## src/rtl/nb_pkg.sv

```systemverilog
`default_nettype none
// ============================================================================
// Module      : nb_pkg
// Description : Types, constants and the vector element-slice helper that the
//               backprop decode stages share.
// Revision    : 1.0 - initial release
// ============================================================================
package nb_pkg;

    typedef enum logic [0:0] {
        IDLE = 1'b0,
        EMIT = 1'b1
    } decode_state_t;

    localparam int INDEX_W    = 32;

    // Upper bounds on packed vector and element width that the slice helper supports
    localparam int VEC_MAX_W  = 4096;
    localparam int ELEM_MAX_W = 64;

    typedef logic [VEC_MAX_W-1:0]  vec_max_t;
    typedef logic [ELEM_MAX_W-1:0] elem_max_t;

    function automatic elem_max_t elem_slice(
        input vec_max_t           vec,
        input logic [INDEX_W-1:0] idx,
        input int unsigned        width
    );
        return elem_max_t'(vec >> (idx * width));
    endfunction

endpackage : nb_pkg
`default_nettype wire

```

## src/rtl/relu_grad_gate.sv

```systemverilog
`default_nettype none
// ============================================================================
// Module      : relu_grad_gate
// Description : ReLU derivative gate: passes the error when signed z > 0.
// Revision    : 1.0 - initial release
// ============================================================================
module relu_grad_gate #(
    parameter int DATA_W = 16
) (
    input  logic [DATA_W-1:0] i_error,
    input  logic [DATA_W-1:0] i_z,
    output logic [DATA_W-1:0] o_delta
);

    logic w_z_pos;

    assign w_z_pos = ($signed(i_z) > $signed({DATA_W{1'b0}}));
    assign o_delta = w_z_pos ? i_error : '0;

endmodule : relu_grad_gate
`default_nettype wire

```

## src/rtl/decode_delta_unit.sv

```systemverilog
`default_nettype none
// ============================================================================
// Module      : decode_delta_unit
// Description : Captures error/pre-activation vectors and streams ReLU-gated
//               per-neuron deltas with layer/row/column tags.
// Revision    : 1.0 - initial release
// ============================================================================
module decode_delta_unit
    import nb_pkg::*;
#(
    parameter int size      = 3,
    parameter int data_size = 16
) (
    input  logic                        clk,
    input  logic                        rst_n,
    input  logic [data_size*size-1:0]   predict_value,
    input  logic [data_size*size-1:0]   z,
    input  logic [INDEX_W-1:0]          w_layer_index,
    input  logic [INDEX_W-1:0]          w_row_index,
    input  logic                        update_weight,
    input  logic                        delta_ready,
    input  logic                        clear_overrun,
    output logic [data_size-1:0]        delta_out,
    output logic [INDEX_W-1:0]          col_index_out,
    output logic [INDEX_W-1:0]          w_layer_index_out,
    output logic [INDEX_W-1:0]          w_row_index_out,
    output logic                        delta_valid,
    output logic                        delta_last,
    output logic                        busy,
    output logic                        overrun
);

    typedef logic [data_size-1:0] elem_t;

    localparam logic [INDEX_W-1:0] c_LAST_COL = INDEX_W'(size - 1);

    decode_state_t               r_state;
    decode_state_t               w_state_next;
    logic [data_size*size-1:0]   r_pred;
    logic [data_size*size-1:0]   r_z;
    logic [INDEX_W-1:0]          r_layer;
    logic [INDEX_W-1:0]          r_row;
    logic [INDEX_W-1:0]          r_col;
    logic                        r_overrun;

    logic                        w_emit;
    logic                        w_at_last;
    logic                        w_hs;
    logic                        w_final_hs;
    logic                        w_start;
    logic                        w_drop;
    elem_t                       w_pred_elem;
    elem_t                       w_z_elem;

    assign w_emit     = (r_state == EMIT);
    assign w_at_last  = (r_col == c_LAST_COL);
    assign w_hs       = w_emit & delta_ready;
    assign w_final_hs = w_hs & w_at_last;
    // A start is only taken when the current vector is done or finishing this cycle
    assign w_start    = update_weight & (~w_emit | w_final_hs);
    assign w_drop     = update_weight & w_emit & ~w_final_hs;

    always_ff @(posedge clk or negedge rst_n) begin
        if (!rst_n) begin
            r_state <= IDLE;
        end else begin
            r_state <= w_state_next;
        end
    end

    always_comb begin
        w_state_next = r_state;
        case (r_state)
            IDLE: if (w_start) w_state_next = EMIT;
            EMIT: if (w_final_hs && !w_start) w_state_next = IDLE;
            default: w_state_next = IDLE;
        endcase
    end

    always_ff @(posedge clk or negedge rst_n) begin
        if (!rst_n) begin
            r_pred    <= '0;
            r_z       <= '0;
            r_layer   <= '0;
            r_row     <= '0;
            r_col     <= '0;
            r_overrun <= 1'b0;
        end else begin
            if (w_start) begin
                r_pred  <= predict_value;
                r_z     <= z;
                r_layer <= w_layer_index;
                r_row   <= w_row_index;
                r_col   <= '0;
            end else if (w_hs) begin
                r_col   <= r_col + 1'b1;
            end
            if (w_drop) begin
                r_overrun <= 1'b1;
            end else if (clear_overrun) begin
                r_overrun <= 1'b0;
            end
        end
    end

    assign w_pred_elem = elem_t'(elem_slice(vec_max_t'(r_pred), r_col, data_size));
    assign w_z_elem    = elem_t'(elem_slice(vec_max_t'(r_z),    r_col, data_size));

    relu_grad_gate #(
        .DATA_W (data_size)
    ) u_gate (
        .i_error (w_pred_elem),
        .i_z     (w_z_elem),
        .o_delta (delta_out)
    );

    assign col_index_out     = r_col;
    assign w_layer_index_out = r_layer;
    assign w_row_index_out   = r_row;
    assign delta_valid       = w_emit;
    assign delta_last        = w_emit & w_at_last;
    assign busy              = w_emit;
    assign overrun           = r_overrun;

endmodule : decode_delta_unit
`default_nettype wire

```

## config.mk

```make
export PLATFORM = sky130hd
export DESIGN_NAME = decode_delta_unit
export DESIGN_NICKNAME = d
export VERILOG_FILES = /design/src/rtl/nb_pkg.sv /design/src/rtl/relu_grad_gate.sv /design/src/rtl/decode_delta_unit.sv
export SDC_FILE = /design/constraint.sdc
export NUM_CORES = 1
export LEC_CHECK = 0
export CORE_MARGIN = 2
export CORE_UTILIZATION = 40
export CTS_CLUSTER_DIAMETER = 50
export DETAILED_ROUTE_END_ITERATION = 8
export PLACE_DENSITY = 0.71
export SYNTH_ARGS = -nofsm -noshare
export SYNTH_HDL_FRONTEND = slang
export SYNTH_HIERARCHICAL = 1
export SYNTH_SLANG_ARGS = --single-unit
```

## constraint.sdc

```tcl
create_clock -name clk -period 4.2 [get_ports clk]
set_clock_uncertainty 0.05 [all_clocks]
set_input_delay 0.84 -clock clk [delete_from_list [all_inputs] [get_ports clk]]
set_output_delay 0.84 -clock clk [all_outputs]
set_load 0.02 [all_outputs]
```

==> results of run 1 <==
area by class of cell:
cell class              count  area (µm²)
clock buffers              17       425.4
well taps                 275       344.1
fillers                  1823        8700
flip-flops and latches    194        4856
repair buffers            304        3105
multi-input cells         449        3618
clock inverters            14       145.1
inverters                   5       18.77
diodes                      3       7.507
metrics by stage:
| step | cell area, µm² | utilization, % | setup WS (ns) | instances |
|---|---|---|---|---|
| after global placement | 11860 | 55.90 | 0.2940 | 1226 |
| final | 12520 | 59.00 | 0.4146 | 1261 |
| after global routing | 12520 | 59.00 | 0.2189 | 1261 |
| after CTS | 12470 | 58.78 | 0.006789 | 1258 |
| after floorplan | 8711 | - | 0.7786 | 687 |
| after detailed placement | 11860 | 55.90 | 0.2083 | 1226 |
placed cells by master, fill, tap and decap left out, types with 2 or more instances in the layout:
cell and count:
sky130_fd_sc_hd__clkinvlp_4 2, sky130_fd_sc_hd__a21oi_1 34, sky130_fd_sc_hd__diode_2 3, sky130_fd_sc_hd__inv_6 3
sky130_fd_sc_hd__dfrtp_1 193, sky130_fd_sc_hd__clkinv_8 2, sky130_fd_sc_hd__buf_4 17, sky130_fd_sc_hd__nand3_1 13
sky130_fd_sc_hd__mux2i_1 32, sky130_fd_sc_hd__and2_4 10, sky130_fd_sc_hd__nand4_1 12, sky130_fd_sc_hd__ha_1 2
sky130_fd_sc_hd__and3_1 4, sky130_fd_sc_hd__nor2_2 4, sky130_fd_sc_hd__nor4_2 3, sky130_fd_sc_hd__mux2_2 36
sky130_fd_sc_hd__o21ai_0 2, sky130_fd_sc_hd__mux2_1 124, sky130_fd_sc_hd__clkdlybuf4s50_1 263, sky130_fd_sc_hd__inv_1 5
sky130_fd_sc_hd__dlymetal6s2s_1 16, sky130_fd_sc_hd__and4_1 4, sky130_fd_sc_hd__nor2_1 98, sky130_fd_sc_hd__clkinv_4 3
sky130_fd_sc_hd__nor4_1 8, sky130_fd_sc_hd__and2_2 6, sky130_fd_sc_hd__clkbuf_16 17, sky130_fd_sc_hd__inv_8 4
sky130_fd_sc_hd__xor2_1 24, sky130_fd_sc_hd__xnor2_1 6, sky130_fd_sc_hd__nand2_1 14, sky130_fd_sc_hd__buf_12 6
power by group:
part	leakage (nW)	internal [W]	switching [W]
registers	2.38	0.00268	0.000460
clock network	0.274	0.000790	0.000788
logic	2.94	0.00204	0.00194
cell families after synthesis:
logic type	synth area share (%)
muxes	24.36
buffers and inverters	3.031
xor gates and xnor gates	3.016
and+or+nand+nor	11.00
adders and majority gates	0.2872
AOI/OAI and AO/OA	2.571
DFF	55.73
metal layers:
layer / track usage, % / vias to the layer above / wire, µm
li1: - / 2965 / -
met1: 25.08 / 3133 / 9276
met2: 33.17 / 211 / 11020
met3: 6.437 / 30 / 1751
met4: 7.083 / 0 / 507
met5: 0 / - / 0
flip-flops by register name (all words and copies together), names as in the netlist:
register	cells
r_pred	48
r_z	48
col_index_out	32
w_layer_index_out	32
w_row_index_out	32
busy	1
overrun	1
worst max-delay path by stage:
stage | from | endpoint | depth (start not counted)
global placement | col_index_out[11] | delta_out[15] | 9
detailed placement | col_index_out[11] | delta_out[15] | 9
finish | col_index_out[11] | delta_out[0] | 10
global route | col_index_out[11] | delta_out[15] | 10
CTS | col_index_out[11] | delta_out[15] | 10
floorplan | col_index_out[1] | delta_out[10] | 10
critical path, stage by stage (launching register included):
cell and delay, ns:
sky130_fd_sc_hd__dfrtp_1 0.44, sky130_fd_sc_hd__or4_1 0.54, sky130_fd_sc_hd__nor3_2 0.18, sky130_fd_sc_hd__nand4_4 0.11
sky130_fd_sc_hd__buf_12 0.18, sky130_fd_sc_hd__nor2_1 0.13, sky130_fd_sc_hd__nor4_2 0.07, sky130_fd_sc_hd__a41oi_2 0.20
sky130_fd_sc_hd__buf_6 0.21, sky130_fd_sc_hd__and2_2 0.16, sky130_fd_sc_hd__dlymetal6s2s_1 0.22
repair_timing:
item,in CTS,in global routing
setup endpoints to repair,16,16
buffers inserted,1,0
resized for setup,5,16
==> metrics.log, run 1 <==
[metrics] First-pass DRT Iterations: 5
[metrics] Peak Freq: 264.2 MHz
[metrics] Yosys cell types: 38
[metrics] placement row count: between 50 and 60
[metrics] worst rel slew slack: around 42%
[metrics] final clock period utilization by the worst path: 90.13%
[metrics] setup-violating endpoint count in the final report: 0
[metrics] setup repair after global routing missed its margin: false
[metrics] area growth from synthesis to final layout: 43.74%
[metrics] wire length per cell: between 15 and 20 µm
[metrics] Post-Synthesis Net Count: between 800 and 900
[metrics] r2r endpoint: r_pred[35]
[metrics] overall die width: between 150 and 200 µm
[metrics] hold_sp: r_z[36]
[metrics] R2R Setup Slk: 1.10 ns
[metrics] total of buffers placed on input and output ports: 280
[metrics] maximum level of the CTS H-tree: 4
[metrics] number of vias after detailed routing: between 6000 and 7000
[metrics] Power per Cell Area: between 600 and 700 nW/µm²
[metrics] top post-synthesis cells by count: 194 x sky130_fd_sc_hd__dfrtp_1, 124 x sky130_fd_sc_hd__mux2_1, 102 x sky130_fd_sc_hd__nor2_1
[metrics] area of the die: between 20000 and 25000 µm²
[metrics] endpoint kind of the worst setup timing path: output pin
[metrics] async set or reset register ratio after synthesis: 100.0%
[metrics] EDFF count, synth: 0
[metrics] IO Count: 281
[metrics] antenna violations before repair: 3
[metrics] Avg Synthesized Cell Area: 12.68 µm²
[metrics] worst hold path class: reg -> reg
[metrics] number of buffers created by CTS: 17
[metrics] Yosys top cell by area: sky130_fd_sc_hd__dfrtp_1
[metrics] clock slew at reported path FFs: 0.07 ns
[metrics] maximum fanout count along the critical path: 17
[metrics] overall power of the completed layout: 0.008701 W
[metrics] Leak: ~5.6 nW
[metrics] Final Max Slew Viols: 0
[metrics] synthesized area: 8711 µm²
[metrics] post-DP HPWL: roughly 17000 µm
[metrics] layout cell share with drive strength beyond 1: 12.41%
[metrics] origin of the critical flop-to-flop path: col_index_out[1]
[metrics] largest cells by area after synthesis: sky130_fd_sc_hd__dfrtp_1 56%, sky130_fd_sc_hd__mux2_1 16%, sky130_fd_sc_hd__mux2_2 4.7%
[metrics] worst hold path depth: 1
[metrics] DRC violation count after routing: 0
[metrics] TritonCTS clock tree: done
[metrics] number of DRC markers in iteration 0: 229
[metrics] arrival time reported for the critical path endpoint: between 2 and 3 ns
[metrics] prevailing post-synth register cell: sky130_fd_sc_hd__dfrtp_1
[metrics] type of the worst setup path: reg -> out
[metrics] pin count of the biggest net entering global routing: 107
[metrics] grt total ovfl: 0
[metrics] depth of the most critical reg-to-reg path: 7
[metrics] total detailed-routing wirelength: 22550 µm
[metrics] antenna-violating nets left: 0
[metrics] top cell type's share of synthesized area: 55.73%
[metrics] most used standard cell by instance count after synthesis: sky130_fd_sc_hd__dfrtp_1
[metrics] result of the run: finished clean
[metrics] minimum period implied by the final worst setup slack: about 3.8 ns
[metrics] NumNets Final: 1138
[metrics] YS warnings: 6
[metrics] synthesized instance count: 687
[metrics] clock net sink count: 194
[metrics] setup TNS: 0 ns
[metrics] root buffer cell: sky130_fd_sc_hd__clkbuf_16
[metrics] number of buffers on the longest clock path: 2
[metrics] global-route wire length before repair: ~35000 µm
[metrics] Fin. Hold Viols: 0
[metrics] initial standard-cell utilization of the core: 41.05%
[metrics] max-cap viol count: 0
[metrics] share of the yosys chip area belonging to registers: approximately 56%
[metrics] Placer Congestion: 0.8052
[metrics] hold_buf cts: 0
[metrics] Vias/cell: 5.027
[metrics] number of global-route vias before repair: 6637
[metrics] floorplan core area: 21220 µm²
[metrics] Die Y: 151.6 µm
[metrics] worst skew pair latency: roughly 0.43 ns
[metrics] number of synthesized register bits: 194
[metrics] All-Layer GR Usage: between 20% and 30%
[metrics] worst hold path endpoint: r_z[36]
[metrics] peak supply drop: 0.4897 mV
[metrics] startpoint type of the worst setup path: flip-flop
[metrics] Required @ worst endpoint: 3.31 ns
[metrics] Worst Max-Slew Pin Slew: 0.8763 ns
[metrics] Final Hold Slack: 0.4359 ns
(Power assumes the default switching activity.)
==> run 2: changes to the inputs <==
--- a/config.mk
+++ b/config.mk
@@ -5,6 +5,7 @@
 export SDC_FILE = /design/constraint.sdc
 export NUM_CORES = 1
 export LEC_CHECK = 0
+export ABC_CLOCK_PERIOD_IN_PS = 4200
 export CORE_MARGIN = 2
 export CORE_UTILIZATION = 40
 export CTS_CLUSTER_DIAMETER = 50
==> results of run 2 <==
The final DEF is identical to that of run 1; final timing and power are the same.
